==> src/rtl/mem_bus_router_if.sv <==
// mem_bus_router_if: CPU-side request/response bus plus the slave-side
// fan-out of the data-bus router, bundled so the router and its
// environment share one set of widths.
//   master modport : CPU + slave models (drive request, slave read data/ready)
//   slave  modport : the router (consumes request, drives response and selects)
interface mem_bus_router_if #(
    parameter int unsigned N_REGIONS = 4,
    parameter int unsigned ADDR_W    = 32,
    parameter int unsigned DATA_W    = 32
);
    // CPU request/response
    logic                        req_i;
    logic                        we_i;
    logic [ADDR_W-1:0]           addr_i;
    logic [DATA_W-1:0]           wdata_i;
    logic [DATA_W-1:0]           rdata_o;
    logic                        ready_o;
    logic                        err_o;
    logic                        busy_o;
    // slave fan-out
    logic [N_REGIONS-1:0]        sel_o;
    logic [ADDR_W-1:0]           s_addr_o;
    logic                        s_we_o;
    logic [DATA_W-1:0]           s_wdata_o;
    logic [N_REGIONS*DATA_W-1:0] s_rdata_i;
    logic [N_REGIONS-1:0]        s_ready_i;
    // fault reporting
    logic [ADDR_W-1:0]           err_addr_o;

    modport master (
        output req_i, we_i, addr_i, wdata_i, s_rdata_i, s_ready_i,
        input  rdata_o, ready_o, err_o, busy_o, sel_o, s_addr_o, s_we_o,
               s_wdata_o, err_addr_o
    );

    modport slave (
        input  req_i, we_i, addr_i, wdata_i, s_rdata_i, s_ready_i,
        output rdata_o, ready_o, err_o, busy_o, sel_o, s_addr_o, s_we_o,
               s_wdata_o, err_addr_o
    );
endinterface

==> src/rtl/mem_bus_router.sv <==
// mem_bus_router: decodes CPU data-bus requests against N_REGIONS
// base/mask windows, drives a one-hot slave select through an ACCESS phase
// and returns the slave's read data with a one-cycle ready pulse. Unmapped
// addresses and slaves silent for more than TIMEOUT wait cycles complete
// with err_o.
// Ports:
//   clk_i  - clock, rising edge
//   rst_ni - asynchronous active-low reset
//   bus    - mem_bus_router_if.slave (request, response, slave fan-out,
//            err_addr_o)
// Optional feature macro: BUS_ERR_CAPTURE_EN (err_addr_o records the address
// of the last faulting access; otherwise err_addr_o is tied to 0).
module mem_bus_router #(
    parameter int unsigned N_REGIONS = 4,
    parameter int unsigned ADDR_W    = 32,
    parameter int unsigned DATA_W    = 32,
    parameter logic [N_REGIONS*ADDR_W-1:0] REGION_BASE =
        {32'h70000000, 32'h60000000, 32'h50000000, 32'h80000000},
    parameter logic [N_REGIONS*ADDR_W-1:0] REGION_MASK =
        {32'hFFFFF000, 32'hFFFFF000, 32'hFFFFF000, 32'hE0000000},
    parameter int unsigned TIMEOUT   = 15
) (
    input  logic            clk_i,
    input  logic            rst_ni,
    mem_bus_router_if.slave bus
);

    localparam int unsigned CNT_W = $clog2(TIMEOUT + 1);

    localparam logic [1:0] ST_IDLE   = 2'd0;
    localparam logic [1:0] ST_ACCESS = 2'd1;
    localparam logic [1:0] ST_RESP   = 2'd2;
    localparam logic [1:0] ST_ERR    = 2'd3;

    logic [1:0]           state_q, state_d;
    logic [N_REGIONS-1:0] sel_q, sel_d;
    logic [ADDR_W-1:0]    addr_q, addr_d;
    logic                 we_q, we_d;
    logic [DATA_W-1:0]    wdata_q, wdata_d;
    logic [DATA_W-1:0]    rdata_q, rdata_d;
    logic                 ready_q, ready_d;
    logic                 err_q, err_d;
    logic [CNT_W-1:0]     cnt_q, cnt_d;

    logic [N_REGIONS-1:0] dec_sel;
    logic                 dec_found;
    logic                 acc_ready;
    logic [DATA_W-1:0]    acc_rdata;

    // Region decode of the incoming address; lowest matching index wins.
    always_comb begin
        dec_sel   = '0;
        dec_found = 1'b0;
        for (int i = 0; i < int'(N_REGIONS); i++) begin
            if (!dec_found &&
                ((bus.addr_i & REGION_MASK[i*ADDR_W +: ADDR_W]) ==
                 REGION_BASE[i*ADDR_W +: ADDR_W])) begin
                dec_sel[i] = 1'b1;
                dec_found  = 1'b1;
            end
        end
    end

    // Only the selected slave's ready and read data are observed.
    assign acc_ready = |(bus.s_ready_i & sel_q);

    always_comb begin
        acc_rdata = '0;
        for (int i = 0; i < int'(N_REGIONS); i++) begin
            if (sel_q[i]) begin
                acc_rdata = acc_rdata | bus.s_rdata_i[i*DATA_W +: DATA_W];
            end
        end
    end

    // State and registered outputs.
    always_ff @(posedge clk_i or negedge rst_ni) begin
        if (!rst_ni) begin
            state_q <= ST_IDLE;
            sel_q   <= '0;
            addr_q  <= '0;
            we_q    <= 1'b0;
            wdata_q <= '0;
            rdata_q <= '0;
            ready_q <= 1'b0;
            err_q   <= 1'b0;
            cnt_q   <= '0;
        end else begin
            state_q <= state_d;
            sel_q   <= sel_d;
            addr_q  <= addr_d;
            we_q    <= we_d;
            wdata_q <= wdata_d;
            rdata_q <= rdata_d;
            ready_q <= ready_d;
            err_q   <= err_d;
            cnt_q   <= cnt_d;
        end
    end

    // Next state and next registered outputs; ready/err/rdata are produced
    // on the transition so they appear in the RESP/ERR cycle itself.
    always_comb begin
        state_d = state_q;
        sel_d   = sel_q;
        addr_d  = addr_q;
        we_d    = we_q;
        wdata_d = wdata_q;
        rdata_d = '0;
        ready_d = 1'b0;
        err_d   = 1'b0;
        cnt_d   = cnt_q;

        case (state_q)
            ST_IDLE: begin
                if (bus.req_i) begin
                    addr_d  = bus.addr_i;
                    we_d    = bus.we_i;
                    wdata_d = bus.wdata_i;
                    cnt_d   = '0;
                    if (dec_found) begin
                        sel_d   = dec_sel;
                        state_d = ST_ACCESS;
                    end else begin
                        sel_d   = '0;
                        ready_d = 1'b1;
                        err_d   = 1'b1;
                        state_d = ST_ERR;
                    end
                end
            end
            ST_ACCESS: begin
                if (acc_ready) begin
                    sel_d   = '0;
                    ready_d = 1'b1;
                    rdata_d = we_q ? '0 : acc_rdata;
                    state_d = ST_RESP;
                end else if (cnt_q == CNT_W'(TIMEOUT)) begin
                    sel_d   = '0;
                    ready_d = 1'b1;
                    err_d   = 1'b1;
                    state_d = ST_ERR;
                end else begin
                    cnt_d = cnt_q + CNT_W'(1);
                end
            end
            ST_RESP: state_d = ST_IDLE;
            ST_ERR:  state_d = ST_IDLE;
            default: state_d = ST_IDLE;
        endcase
    end

    assign bus.rdata_o   = rdata_q;
    assign bus.ready_o   = ready_q;
    assign bus.err_o     = err_q;
    assign bus.busy_o    = (state_q != ST_IDLE);
    assign bus.sel_o     = sel_q;
    assign bus.s_addr_o  = addr_q;
    assign bus.s_we_o    = we_q;
    assign bus.s_wdata_o = wdata_q;

`ifdef BUS_ERR_CAPTURE_EN
    // Faulting address; addr_d already carries the newly latched address
    // for unmapped requests and the held address for timeouts.
    logic [ADDR_W-1:0] err_addr_q;
    logic              err_entry;

    assign err_entry = (state_d == ST_ERR) && (state_q != ST_ERR);

    always_ff @(posedge clk_i or negedge rst_ni) begin
        if (!rst_ni) begin
            err_addr_q <= '0;
        end else if (err_entry) begin
            err_addr_q <= addr_d;
        end
    end

    assign bus.err_addr_o = err_addr_q;
`else
    assign bus.err_addr_o = '0;
`endif

endmodule

==> src/flat_wrapper.sv <==
// flat-port wrapper written by rule: the top's interface ports become plain ports
module mem_bus_router_flat 
#(
    parameter int unsigned N_REGIONS = 4,
    parameter int unsigned ADDR_W    = 32,
    parameter int unsigned DATA_W    = 32,
    parameter logic [N_REGIONS*ADDR_W-1:0] REGION_BASE =
        {32'h70000000, 32'h60000000, 32'h50000000, 32'h80000000},
    parameter logic [N_REGIONS*ADDR_W-1:0] REGION_MASK =
        {32'hFFFFF000, 32'hFFFFF000, 32'hFFFFF000, 32'hE0000000},
    parameter int unsigned TIMEOUT   = 15
)
  (clk_i, rst_ni, bus_req_i, bus_we_i, bus_addr_i, bus_wdata_i, bus_s_rdata_i, bus_s_ready_i, bus_rdata_o, bus_ready_o, bus_err_o, bus_busy_o, bus_sel_o, bus_s_addr_o, bus_s_we_o, bus_s_wdata_o, bus_err_addr_o);
  mem_bus_router_if #(.N_REGIONS(N_REGIONS), .ADDR_W(ADDR_W), .DATA_W(DATA_W)) bus_i ();
  input  logic clk_i;
  input  logic rst_ni;
  input wire logic [$bits(bus_i.req_i)-1:0] bus_req_i;
  input wire logic [$bits(bus_i.we_i)-1:0] bus_we_i;
  input wire logic [$bits(bus_i.addr_i)-1:0] bus_addr_i;
  input wire logic [$bits(bus_i.wdata_i)-1:0] bus_wdata_i;
  input wire logic [$bits(bus_i.s_rdata_i)-1:0] bus_s_rdata_i;
  input wire logic [$bits(bus_i.s_ready_i)-1:0] bus_s_ready_i;
  output wire logic [$bits(bus_i.rdata_o)-1:0] bus_rdata_o;
  output wire logic [$bits(bus_i.ready_o)-1:0] bus_ready_o;
  output wire logic [$bits(bus_i.err_o)-1:0] bus_err_o;
  output wire logic [$bits(bus_i.busy_o)-1:0] bus_busy_o;
  output wire logic [$bits(bus_i.sel_o)-1:0] bus_sel_o;
  output wire logic [$bits(bus_i.s_addr_o)-1:0] bus_s_addr_o;
  output wire logic [$bits(bus_i.s_we_o)-1:0] bus_s_we_o;
  output wire logic [$bits(bus_i.s_wdata_o)-1:0] bus_s_wdata_o;
  output wire logic [$bits(bus_i.err_addr_o)-1:0] bus_err_addr_o;
  assign bus_i.req_i = bus_req_i;
  assign bus_i.we_i = bus_we_i;
  assign bus_i.addr_i = bus_addr_i;
  assign bus_i.wdata_i = bus_wdata_i;
  assign bus_i.s_rdata_i = bus_s_rdata_i;
  assign bus_i.s_ready_i = bus_s_ready_i;
  assign bus_rdata_o = bus_i.rdata_o;
  assign bus_ready_o = bus_i.ready_o;
  assign bus_err_o = bus_i.err_o;
  assign bus_busy_o = bus_i.busy_o;
  assign bus_sel_o = bus_i.sel_o;
  assign bus_s_addr_o = bus_i.s_addr_o;
  assign bus_s_we_o = bus_i.s_we_o;
  assign bus_s_wdata_o = bus_i.s_wdata_o;
  assign bus_err_addr_o = bus_i.err_addr_o;
  mem_bus_router #(.N_REGIONS(N_REGIONS), .ADDR_W(ADDR_W), .DATA_W(DATA_W), .REGION_BASE(REGION_BASE), .REGION_MASK(REGION_MASK), .TIMEOUT(TIMEOUT)) u_core (.clk_i(clk_i), .rst_ni(rst_ni), .bus(bus_i));
endmodule
==> config.mk <==
export PLATFORM = sky130hd
export DESIGN_NAME = mem_bus_router_flat
export DESIGN_NICKNAME = d
export VERILOG_FILES = /design/src/rtl/mem_bus_router_if.sv /design/src/rtl/mem_bus_router.sv /design/src/flat_wrapper.sv
export SDC_FILE = /design/constraint.sdc
export NUM_CORES = 1
export LEC_CHECK = 0
export BUFFER_PORTS_ARGS = -buffer_cell sky130_fd_sc_hd__buf_2
export CAP_MARGIN = 20
export CELL_PAD_IN_SITES_DETAIL_PLACEMENT = 1
export CELL_PAD_IN_SITES_GLOBAL_PLACEMENT = 1
export CORE_MARGIN = 10
export CORE_UTILIZATION = 30
export CTS_CLUSTER_SIZE = 10
export DETAILED_ROUTE_END_ITERATION = 10
export PLACE_DENSITY = 0.91
export SLEW_MARGIN = 10
export SYNTH_ARGS = -nofsm -noshare
export SYNTH_HDL_FRONTEND = slang
export SYNTH_SLANG_ARGS = --single-unit
==> constraint.sdc <==
create_clock -name clk_i -period 4.1 [get_ports clk_i]
set_input_delay 0 -clock clk_i [delete_from_list [all_inputs] [get_ports clk_i]]
set_output_delay 0 -clock clk_i [all_outputs]
set_load 0.01 [all_outputs]
Word-level counts from Yosys, hierarchy flattened
Cells that the tools add are included.
- add/sub/neg operators: 1
- equality and inequality tests: 12
- muxes and demuxes: 35
- bitwise operators: 4
- reduce and logical (&&, ||, !) cells: 15
- operators with widths (operator ; number):
    32-bit 2-to-1 mux ; 7
    32-bit OR ; 3
    20-bit by 19-bit equality test with 1-bit output, second input constant ; 3
    4-bit 2-to-1 mux ; 7
    4-bit one-hot mux with 2 select lines ; 2
    1-bit 2-to-1 mux ; 12
    2-bit 2-to-1 mux ; 4
    2-bit inequality test, second input constant ; 3
    2-bit one-hot mux with 3 select lines ; 1
    4-bit by 1-bit adder with 4-bit output, second input constant ; 1
    4-bit AND ; 1
    2-bit equality test, second input constant ; 2
    4-bit equality test, second input constant ; 1
    1-bit one-hot mux with 2 select lines ; 2
    2-bit AND reduction ; 2
    4-bit AND reduction ; 1
    2-bit nonzero test ; 2
    4-bit OR reduction ; 1
    3-bit equality test, second input constant ; 1
    1-bit logical AND ; 3
    1-bit zero test ; 3
    3-bit by 1-bit inequality test with 1-bit output, second input constant ; 1
    3-bit AND reduction ; 1
    2-bit by 1-bit equality test with 1-bit output, second input constant ; 1
    2 further kinds ; 2
- bits in registers: 109
- bits of input ports: 200
- output and inout bits: 136

Depth between registers and ports, before layout
- word-level depth: 14
- mapped depth: 7

Least setup slack after synthesis
No wires, ideal clock.
- path kind: register to register
- start point: register u_core.state_q[0]
- end point: register u_core.addr_q[29] (netlist: u_core.bus.s_addr_o[29])
- library setup time: 0.120 ns
- arrival time: 1.405 ns
- required time: 3.980 ns
- slack: 2.575 ns
- cell stages (with the launch flop): 8
- buffers on the path: 4
- period minus slack after synthesis: 1.525 ns
- path through: dfrtp_1 buf_2 or3b_1 clkbuf_1 buf_4 buf_2 nand2_1 nand2_1
- cells in the longest elaborated chain, start to end: 2
- RTL lines (item ; RTL line ; RTL):
    start: declaration ; mem_bus_router.sv:35 ; logic [1:0] state_q, state_d;
    start signal: assignment ; mem_bus_router.sv:89 ; state_q <= state_d;
    2-bit zero test ; mem_bus_router.sv:114 ; case (state_q)
    2-bit AND reduction (no line) ; -- ;
    end signal: assignment ; mem_bus_router.sv:91 ; addr_q <= addr_d;
    end: declaration ; mem_bus_router.sv:37 ; logic [ADDR_W-1:0] addr_q, addr_d;
Every way passes these cells.
A chain may end at the register's enable or synchronous reset.

Final worst setup path
- start point: register u_core.state_q[0]
- end point: register u_core.rdata_q[0] (netlist: u_core.bus.rdata_o[0])
- cells in the longest elaborated chain, start to end: 2
- RTL lines (item ; RTL line ; RTL):
    2-bit by 1-bit equality test with 1-bit output ; mem_bus_router.sv:114 ;
    32-bit 2-to-1 mux ; mem_bus_router.sv:114 ;
    net u_core.rdata_d[0] ; mem_bus_router.sv:40 ; logic [DATA_W-1:0] rdata_q, rdata_d;
    end signal: assignment ; mem_bus_router.sv:94 ; rdata_q <= rdata_d;
    end: declaration ; mem_bus_router.sv:40 ;
The timed path passes the listed nets, and every way through them passes these cells.

==> impl_metrics.tcl <==
set metrics [dict create \
    tightest_slew_ps 1040 \
    timing.fmax_mhz 392 \
    clkLatencyLatePin_ps 350 \
    clockBufferDepth 2 \
    outcome "finished with violations" \
    worstRegToRegCells 4 \
    syn-instance-count 526 \
    endpoint_kind "flop" \
    slew-limit-headroom 0.307 \
    power_leakage_nw 4.41 \
    layout_commonest_cell "buf_2" \
    cts_sinks 109 \
    chipWidth_um 149 \
    cp_num_buf_inv 1 \
    initial_core_util 0.305 \
    yosys.cell_types.count 36 \
    crit_required_ps 4390 \
    fp-row-count 47 \
    clk_root_buffer_cell "clkbuf_16" \
    path_max_fanout 32 \
    antenna_found_initial 2 \
    reg2reg_to "u_core.bus.rdata_o[0]$_DFF_PN0_" \
    synth_area_um2 5020 \
    hold-worst-slack_ps -2.20 \
    die_area_um2 22300 \
    cp_top_family "simple AND/OR/NAND/NOR gates" \
    hold_viol 1 \
    drtIter0Drc 322 \
    crit_path_start_kind "flop" \
    fin_crit_sh 0.623 \
    viasPerCell 4.79 \
    cap_violations 0 \
    ios 336 \
    min_path_type "in2reg" \
    ir_drop_v 0.000243 \
    ant_nets 0 \
    crit_type "reg2reg" \
    post-place-cells 1020 \
    reg2reg_from "u_core.state_q[0]$_DFFE_PN0P_" \
    yosysSeqAreaShare 0.543 \
    avgSynthCellArea_um2 9.54 \
    grt_overflow 0 \
    ctsResizeCount 0 \
    drc 0 \
    hold_path_depth 3 \
    cts_hold_buf 152 \
    cts_tree "yes" \
    worstPathArrival_ps 2840 \
    finalNonFillerCells 1191 \
    post_cts_buffers 0 \
    fin_nets 1165 \
    num-fill-cells 1958 \
    grt_max_degree 75 \
    grt_setup_unrepaired "false" \
    grt_pass1_wl_mm 39.5 \
    finalMaxSlewViolations 0 \
    cp_cell_sequence "nand2b_1 -> or3_2 -> a21oi_1 -> dlygate4sd3_1" \
    grt_usage 0.229 \
    layout_common_cells "302 x buf_2, 205 x nand2_1, 152 x dlygate4sd3_1, 109 x dfrtp_1, 64 x a22oi_1" \
    cts-buffers-inserted 9 \
    worst_path_max_delay_cell "or3_2" \
    clk_pin_slew_worst_paths_ps 80 \
    drt-total-wl_mm 26.7 \
    min_delay_worst_endpoint "u_core.bus.rdata_o[6]$_DFF_PN0_" \
    ys_warn_count 0 \
    die_y_um 149 \
    wl_per_cell_um 22.4 \
    syn_to_final_growth_pct 68.9 \
    rrSetupSlack_ps 1550 \
    violations "negative hold slack" \
    crit_path_max_incr_delay_ps 900 \
    dpl.hpwl_mm 16.6 \
    final_cell_area_um2 8480 \
    placed_area_um2 6590 \
    setup_tns_ps 0 \
    setup_viol 0 \
    ctsHtreeMaxLevel 3 \
    coreArea_um2 16500 \
    vias 5702 \
    powerDensity_nw_per_um2 484 \
    gp_congestion 0.822 \
    place.port_buffers 303 \
    final_util 0.515 \
    layout-drive-gt1-share 0.376 \
    grt_pass1_vias 6537 \
    drt-pass1-iter-count 5 \
    hp-start "bus_s_rdata_i[38]" \
    fin_crit_ps 2550 \
    ys_seq_elements 109 \
    skew_ps 12.1 \
]
==> cell families after synthesis <==
group | share of synthesized area
other cells | 0.000747
compound gates | 0.179
buf+inv | 0.0865
mux | 0.00199
fa+ha+maj | 0.00249
flops | 0.543
simple gates | 0.186
==> layout make-up <==
type | instances | area [µm²] | share of cell area
timing repair buffer | 464 | 3150 | 0.371
antenna | 2 | 5.00 | 0.000590
inverter | 2 | 7.51 | 0.000885
tap | 220 | 275 | 0.0325
clock inverter | 4 | 77.6 | 0.00915
multi-input combinational | 378 | 1980 | 0.234
clock buffer | 12 | 256 | 0.0302
sequential | 109 | 2730 | 0.322
==> how the worst max path moves through the flow <==
| stage | from | endpoint | slack (ps) | depth (start not counted) |
|---|---|---|---|---|
| floorplan | u_core.state_q[0]$_DFFE_PN0P_ | u_core.bus.s_addr_o[29]$_DFFE_PN0P_ | 2580 | 7 |
| detailed placement | u_core.state_q[0]$_DFFE_PN0P_ | u_core.cnt_q[2]$_DFFE_PN0P_ | 2040 | 4 |
| CTS | u_core.state_q[0]$_DFFE_PN0P_ | u_core.bus.rdata_o[8]$_DFF_PN0_ | 1610 | 4 |
| global placement | u_core.state_q[0]$_DFFE_PN0P_ | u_core.bus.s_addr_o[15]$_DFFE_PN0P_ | 1850 | 5 |
| finish | u_core.state_q[0]$_DFFE_PN0P_ | u_core.bus.rdata_o[0]$_DFF_PN0_ | 1550 | 4 |
| global route | u_core.state_q[0]$_DFFE_PN0P_ | u_core.bus.rdata_o[0]$_DFF_PN0_ | 1420 | 4 |
==> Yosys cell counts <==
cell type	n	area share
buf_6	3	0.0067
nand2b_1	2	0.0025
nor3b_1	1	0.0015
nor4_1	3	0.0037
nand3_2	1	0.0020
ha_1	1	0.0025
or3b_1	1	0.0017
a21oi_2	30	0.052
a41o_1	1	0.0020
or3_1	1	0.0012
nor2_1	5	0.0037
o21ai_0	3	0.0030
nor2b_1	1	0.0012
nand2_1	205	0.15
a22oi_1	64	0.096
buf_2	11	0.011
o31ai_1	3	0.0045
a22oi_4	2	0.0085
nand4_1	1	0.0012
o41ai_1	1	0.0017
mux2i_1	1	0.0020
clkbuf_1	18	0.013
nand3_1	6	0.0060
dfrtp_1	109	0.54
a22o_1	1	0.0017
or2_1	2	0.0025
o311ai_0	1	0.0017
and2_4	1	0.0017
conb_1	1	0.00075
o21bai_1	1	0.0015
inv_1	2	0.0015
a21oi_1	2	0.0020
buf_4	36	0.054
or4_1	1	0.0015
o211ai_1	3	0.0045
nor4b_1	1	0.0017
==> sequential cells by signal, summed over array words and instances (netlist names) <==
register and flops:
u_core.state_q 2, u_core.bus.s_we_o 1, u_core.bus.s_wdata_o 32, u_core.cnt_q 4, u_core.bus.ready_o 1, u_core.bus.s_addr_o 32
u_core.bus.sel_o 4, u_core.bus.rdata_o 32, u_core.bus.err_o 1
==> power breakdown <==
| group | switching, W | total (W) | internal (W) |
|---|---|---|---|
| clock network | 0.000421 | 0.000995 | 0.000574 |
| registers | 0.000218 | 0.00163 | 0.00141 |
| logic | 0.000884 | 0.00148 | 0.000594 |
==> metal layers <==
layer | wire, µm | global-route usage | share of wire | vias up
li1 | - | - | - | 2584
met1 | 9610 | 0.238 | 0.36 | 2766
met2 | 14000 | 0.416 | 0.52 | 287
met3 | 2120 | 0.0746 | 0.079 | 65
met4 | 1040 | 0.0947 | 0.039 | 0
met5 | 0 | 0 | 0 | -
==> worst reg2reg max path, stage by stage (launching register included) <==
cell and delay [ps]:
dfrtp_1 510, nand2b_1 170, or3_2 900, a21oi_1 340
dlygate4sd3_1 580
==> per-stage QoR <==
step	worst slack, ps	total power (W)
6_report	1550	0.00410
3_3_place_gp	1850	0.00289
4_1_cts	1610	0.00409
2_1_floorplan	2580	0.00232
3_5_place_dp	2040	0.00298
5_1_grt	1420	0.00436
(Power assumes the default switching activity.)
